<file path="src/rtl/half_shell_pair_scheduler.sv">
// half_shell_pair_scheduler
// Sweeps every (home, neighbor) particle address pair of a half-shell cell
// group, broadcasting addresses to the position caches and presenting a
// per-slot valid vector aligned with the cache readout.
// Optional build macro: HOME_CELL_FILTER_EN -- when defined, slot 0 (the home
// cell) only flags pairs with n > h, suppressing self and duplicate pairs.
module half_shell_pair_scheduler #(
    parameter int unsigned PARTICLE_ID_WIDTH  = 7,
    parameter int unsigned NUM_NEIGHBOR_CELLS = 13,
    parameter int unsigned CACHE_RD_LATENCY   = 2
) (
    input  logic                             clk,
    input  logic                             rst,
    input  logic                             start,
    input  logic [PARTICLE_ID_WIDTH-1:0]     home_count,
    input  logic [PARTICLE_ID_WIDTH-1:0]     nb_count,
    input  logic                             pe_ready,
    output logic [PARTICLE_ID_WIDTH-1:0]     rd_home_addr,
    output logic [PARTICLE_ID_WIDTH-1:0]     rd_nb_addr,
    output logic [NUM_NEIGHBOR_CELLS:0]      pe_valid,
    output logic [PARTICLE_ID_WIDTH-1:0]     pe_home_addr,
    output logic                             busy,
    output logic                             done,
    output logic [2*PARTICLE_ID_WIDTH-1:0]   pair_count
);

    localparam int unsigned PW      = PARTICLE_ID_WIDTH;
    localparam int unsigned SLOTS   = NUM_NEIGHBOR_CELLS + 1;
    localparam int unsigned CW      = 2 * PARTICLE_ID_WIDTH;
    localparam int unsigned LAT     = CACHE_RD_LATENCY;
    localparam int unsigned DRAIN_W = (LAT > 1) ? $clog2(LAT) : 1;

    typedef enum logic [2:0] {
        S_IDLE  = 3'd0,
        S_ISSUE = 3'd1,
        S_STALL = 3'd2,
        S_DRAIN = 3'd3,
        S_DONE  = 3'd4
    } state_t;

    state_t                 state;
    state_t                 next_state;

    logic [PW-1:0]          home_cnt;
    logic [PW-1:0]          nb_cnt;
    logic [DRAIN_W-1:0]     drain_cnt;

    logic [SLOTS-1:0]       v_pipe [LAT];
    logic [PW-1:0]          h_pipe [LAT];

    logic                   start_ok_c;
    logic                   empty_c;
    logic                   issue_c;
    logic                   n_last_c;
    logic                   h_last_c;
    logic                   last_pair_c;
    logic                   drain_last_c;
    logic                   slot0_keep_c;
    logic [SLOTS-1:0]       v_in_c;
    logic                   busy_d;
    logic                   done_d;

    // Shared decode of sweep position and handshake conditions
    always_comb begin
        start_ok_c   = (state == S_IDLE) && start;
        empty_c      = (home_count == '0) || (nb_count == '0);
        issue_c      = (state == S_ISSUE) && pe_ready;
        n_last_c     = (rd_nb_addr == (nb_cnt - PW'(1)));
        h_last_c     = (rd_home_addr == (home_cnt - PW'(1)));
        last_pair_c  = n_last_c && h_last_c;
        drain_last_c = (drain_cnt == DRAIN_W'(LAT - 1));
    end

`ifdef HOME_CELL_FILTER_EN
    // Home-cell slot keeps only the upper triangle of the pair matrix
    always_comb slot0_keep_c = (rd_nb_addr > rd_home_addr);
`else
    // Home-cell slot is flagged like every neighbor slot; PEs filter
    always_comb slot0_keep_c = 1'b1;
`endif

    // Valid vector entering the readout-alignment pipeline
    always_comb begin
        v_in_c    = {SLOTS{issue_c}};
        v_in_c[0] = issue_c & slot0_keep_c;
    end

    // State register
    always_ff @(posedge clk) begin
        if (rst) state <= S_IDLE;
        else     state <= next_state;
    end

    // Next-state logic
    always_comb begin
        next_state = state;
        case (state)
            S_IDLE:  if (start_ok_c) next_state = empty_c ? S_DRAIN : S_ISSUE;
            S_ISSUE: begin
                if (!pe_ready)        next_state = S_STALL;
                else if (last_pair_c) next_state = S_DRAIN;
            end
            S_STALL: if (pe_ready)     next_state = S_ISSUE;
            S_DRAIN: if (drain_last_c) next_state = S_DONE;
            S_DONE:  next_state = S_IDLE;
            default: next_state = S_IDLE;
        endcase
    end

    // Output decode from the upcoming state so busy/done leave a flop
    always_comb begin
        busy_d = 1'b0;
        done_d = 1'b0;
        case (next_state)
            S_ISSUE, S_STALL, S_DRAIN: busy_d = 1'b1;
            S_DONE:                    done_d = 1'b1;
            default: ;
        endcase
    end

    // Status output registers
    always_ff @(posedge clk) begin
        if (rst) begin
            busy <= 1'b0;
            done <= 1'b0;
        end else begin
            busy <= busy_d;
            done <= done_d;
        end
    end

    // Sweep counters: latched counts, address pair walk, issue count, drain timer
    always_ff @(posedge clk) begin
        if (rst) begin
            home_cnt     <= '0;
            nb_cnt       <= '0;
            rd_home_addr <= '0;
            rd_nb_addr   <= '0;
            pair_count   <= '0;
            drain_cnt    <= '0;
        end else begin
            if (start_ok_c) begin
                home_cnt     <= home_count;
                nb_cnt       <= nb_count;
                rd_home_addr <= '0;
                rd_nb_addr   <= '0;
                pair_count   <= '0;
            end else if (issue_c) begin
                if (n_last_c) begin
                    rd_nb_addr   <= '0;
                    rd_home_addr <= h_last_c ? '0 : rd_home_addr + PW'(1);
                end else begin
                    rd_nb_addr   <= rd_nb_addr + PW'(1);
                end
                if (pair_count != {CW{1'b1}}) pair_count <= pair_count + CW'(1);
            end
            if (state == S_DRAIN) drain_cnt <= drain_cnt + DRAIN_W'(1);
            else                  drain_cnt <= '0;
        end
    end

    // Free-running alignment pipeline matching the cache read latency
    always_ff @(posedge clk) begin
        if (rst) begin
            for (int unsigned i = 0; i < LAT; i++) begin
                v_pipe[i] <= '0;
                h_pipe[i] <= '0;
            end
        end else begin
            v_pipe[0] <= v_in_c;
            h_pipe[0] <= rd_home_addr;
            for (int unsigned i = 1; i < LAT; i++) begin
                v_pipe[i] <= v_pipe[i-1];
                h_pipe[i] <= h_pipe[i-1];
            end
        end
    end

    assign pe_valid     = v_pipe[LAT-1];
    assign pe_home_addr = h_pipe[LAT-1];

endmodule
</file>
<file path="config.mk">
export PLATFORM = sky130hd
export DESIGN_NAME = half_shell_pair_scheduler
export DESIGN_NICKNAME = d
export VERILOG_FILES = /design/src/rtl/half_shell_pair_scheduler.sv
export SDC_FILE = /design/constraint.sdc
export NUM_CORES = 1
export LEC_CHECK = 0
export CAP_MARGIN = 5
export CORE_MARGIN = 4
export CORE_UTILIZATION = 47
export CTS_BUF_LIST = sky130_fd_sc_hd__clkbuf_4 sky130_fd_sc_hd__clkbuf_8
export DETAILED_ROUTE_END_ITERATION = 7
export PLACE_DENSITY = 0.84
export SYNTH_ARGS = -nofsm -noshare
export SYNTH_HDL_FRONTEND = slang
export SYNTH_SLANG_ARGS = --single-unit
</file>
<file path="constraint.sdc">
create_clock -name clk -period 5.6 [get_ports clk]
set_clock_uncertainty 0.15 [all_clocks]
set_input_delay 0.84 -clock clk [delete_from_list [all_inputs] [get_ports clk]]
set_output_delay 0.84 -clock clk [all_outputs]
set_load 0.02 [all_outputs]
</file>
==> out/results.tsv <==
metric	value	unit
hold_buf cts	0	
Die Span Y	87.7	µm
Fin. Hold Viols	0	
mapped cell area	2990	µm²
largest net degree at the start of global routing	39	
critical path's largest stage delay	0.80	ns
CTS resizes	0	
CTS Buffer Depth	2	
worst path cell trace	clkdlybuf4s50_1, or4b_2, nand2b_1, or2b_1, nor2_1	
commonest non-fill, non-tap cell in the layout	clkdlybuf4s50_1	
num rows	28	
DRT Pass-1 Iters	4	
synth top area cells	dfxtp_1 (43%), xor2_1 (6.2%), buf_4 (5.3%), nand2_1 (4.9%), a21oi_1 (4.4%)	
Seq/Total Area, Yosys	42.9	%
fin. max-slew vios	0	
die width	87.7	µm
family with the most delay on the worst path	simple AND/OR/NAND/NOR gates	
cts bufs inserted	9	
global-route wire length before repair	10600	µm
I/O Pins	69	
Slew headroom	19.4	%
RSZ-0062 raised after global routing	no	
# DRC	0	
Placed Cells	460	
Static Leak	0.00134	µW
Post-synth ARST share	0	%
worst-margin pin slew	1.21	ns
fin cells	475	
CP Buf/Inv Count	1	
Syn Nets	372	
GRT Resource Usage Total	17.5	%
via count	2538	
detailed placement HPWL	4630	µm
H-tree depth	3	
FF-to-FF setup slack	2.83	ns
final core occ	63.1	%
Worst-path clk slew	0.07	ns
die area	7690	µm²
required time worst endpoint	5.67	ns
Root Buffer	clkbuf_8	
cell area power density	281	nW/µm²
n_diodes	0	
Clk Latency, worst-skew pair	0.33	ns
CTS tree	done	
Synth top area share	42.9	%
Mapped Cells	349	
syn_area_per_cell	8.55	µm²
CP max FO	16	
status	complete, no violations	
max-cap viol count	0	
Critical Path Start Type	primary input	
Hold WC Path Type	reg -> reg	
DRT Wirelength	6490	µm
leading area contributor after synthesis	dfxtp_1	
final worst path period share	53.8	%
Max Freq	332	MHz
Crit. End Element	flip-flop	
Post-synth EDFFs	0	
DR iter-0 viols	106	
# port buffers	68	
Clock Sinks	64	
Arr. time, crit path	3.08	ns
post-synth cell types	41	
Initial Utilization	49.5	%
Placer Congestion	0.831	
Final min period	3.01	ns
Setup-failing EPs final	0	
routed vias/inst	5.34	
drt wl/cell	13.7	µm
Synth Register Bits	64	
Crit-path slowest cell	or4b_2	
Synth Warn #	0	
Area Overhead vs Synth	27.5	%
CORE AREA	6030	µm²
VDD IR-drop max	0.175	mV
Setup TNS	0	ns
GRT overflow	0	
final net count	419	
vias in the first global route	2392	
most frequent cells in the layout	clkdlybuf4s50_1 (68), dfxtp_1 (64), nand2_1 (39)	
fraction of layout cells with a size suffix above 1	4.75	%
post-CTS setup buffers	0	
antenna-violating nets left	0	
Primary FF master, synth	dfxtp_1	
initial antenna violation count	0	
Crit Path Category	in -> reg	
## worst register-to-register path, stage by stage, from the launching register on
cell	delay (ns)
dfxtp_1	0.39
inv_1	0.06
ha_1	0.30
xnor2_1	0.13
a211oi_1	0.25
nand3b_1	0.14
nor4_1	0.77
a21o_1	0.37
a21oi_1	0.08
## layer usage
| metal | up-vias | wire, µm | global-route usage [%] | share of wire (%) |
|---|---|---|---|---|
| li1 | 1271 | - | - | - |
| met1 | 1167 | 2860 | 20.4 | 44 |
| met2 | 84 | 3010 | 28.2 | 46 |
| met3 | 16 | 462 | 6.30 | 7.1 |
| met4 | 0 | 155 | 9.07 | 2.4 |
| met5 | - | 0 | 0 | 0 |
## synthesized netlist by cell type (2+ instances only)
master    number
nand2_1       39
nor3b_1        3
nand3_1       11
or3_1          7
nor2b_1       15
nand2b_1       5
xnor2_1       14
or4_1          5
nor4_1         5
a21oi_1       26
a211oi_1       5
and3_1         3
a21o_1         2
buf_4         21
nand3b_1       3
xor2_1        21
clkbuf_1       8
o21ai_0        8
nor2_1        30
dfxtp_1       64
nor3_1        13
ha_1           5
nand4_1        5
o31ai_1        3
inv_1         10
mux2i_1        2
buf_1          2
## sequential cells by signal, indices dropped and copies added, names as in the netlist
name / count
nb_cnt: 7
done: 1
busy: 1
pair_count: 14
v_pipe: 2
home_cnt: 7
rd_nb_addr: 7
drain_cnt: 1
state: 3
rd_home_addr: 7
h_pipe: 14
## final timing paths
kind,from,end,cells past startpoint
max,start,rd_nb_addr[2],5
min reg2reg,h_pipe[0][4],h_pipe[0][11],1
max reg2reg,nb_cnt[0],rd_home_addr[2],8
min,h_pipe[0][4],h_pipe[0][11],1
## area by class of cell
type                            count  area [µm²]
Clock buffer                       10         138
Clock inverter                      5         105
Fill cell                         499        2220
Inverter                           10        37.5
Multi-Input combinational cell    242        1460
Sequential cell                    64        1280
Tap cell                           75        93.8
Timing Repair Buffer               69         688
## logic make-up after synthesis
| kind of cell | count (synthesis) | share of synthesized area, % |
|---|---|---|
| buffers and inverters | 43 | 8.34 |
| DFF | 64 | 42.9 |
| AOI/OAI and AO/OA | 50 | 10.0 |
| adders and majority gates | 5 | 2.10 |
| muxes | 2 | 0.671 |
| and+or+nand+nor | 150 | 25.7 |
| xor gates and xnor gates | 35 | 10.3 |
## through the flow
stage	total power, µW	instance area [µm²]	hold slack (ns)	setup slack (ns)
detailed placement	599	3560	0.270	2.28
finish	1070	3800	0.285	2.59
global placement	594	3560	0.268	2.33
global route	1110	3800	0.306	2.51
CTS	1080	3800	0.287	2.63
floorplan	566	2990	0.264	2.97
## where the power goes
part / switching (µW) / total (µW) / internal [µW] / leakage, µW
Clock: 175 / 480 / 305 / 0.000115
Combinational: 60.3 / 111 / 50.9 / 0.000704
Sequential: 13.2 / 479 / 466 / 0.000518
(Power assumes the default switching activity.)
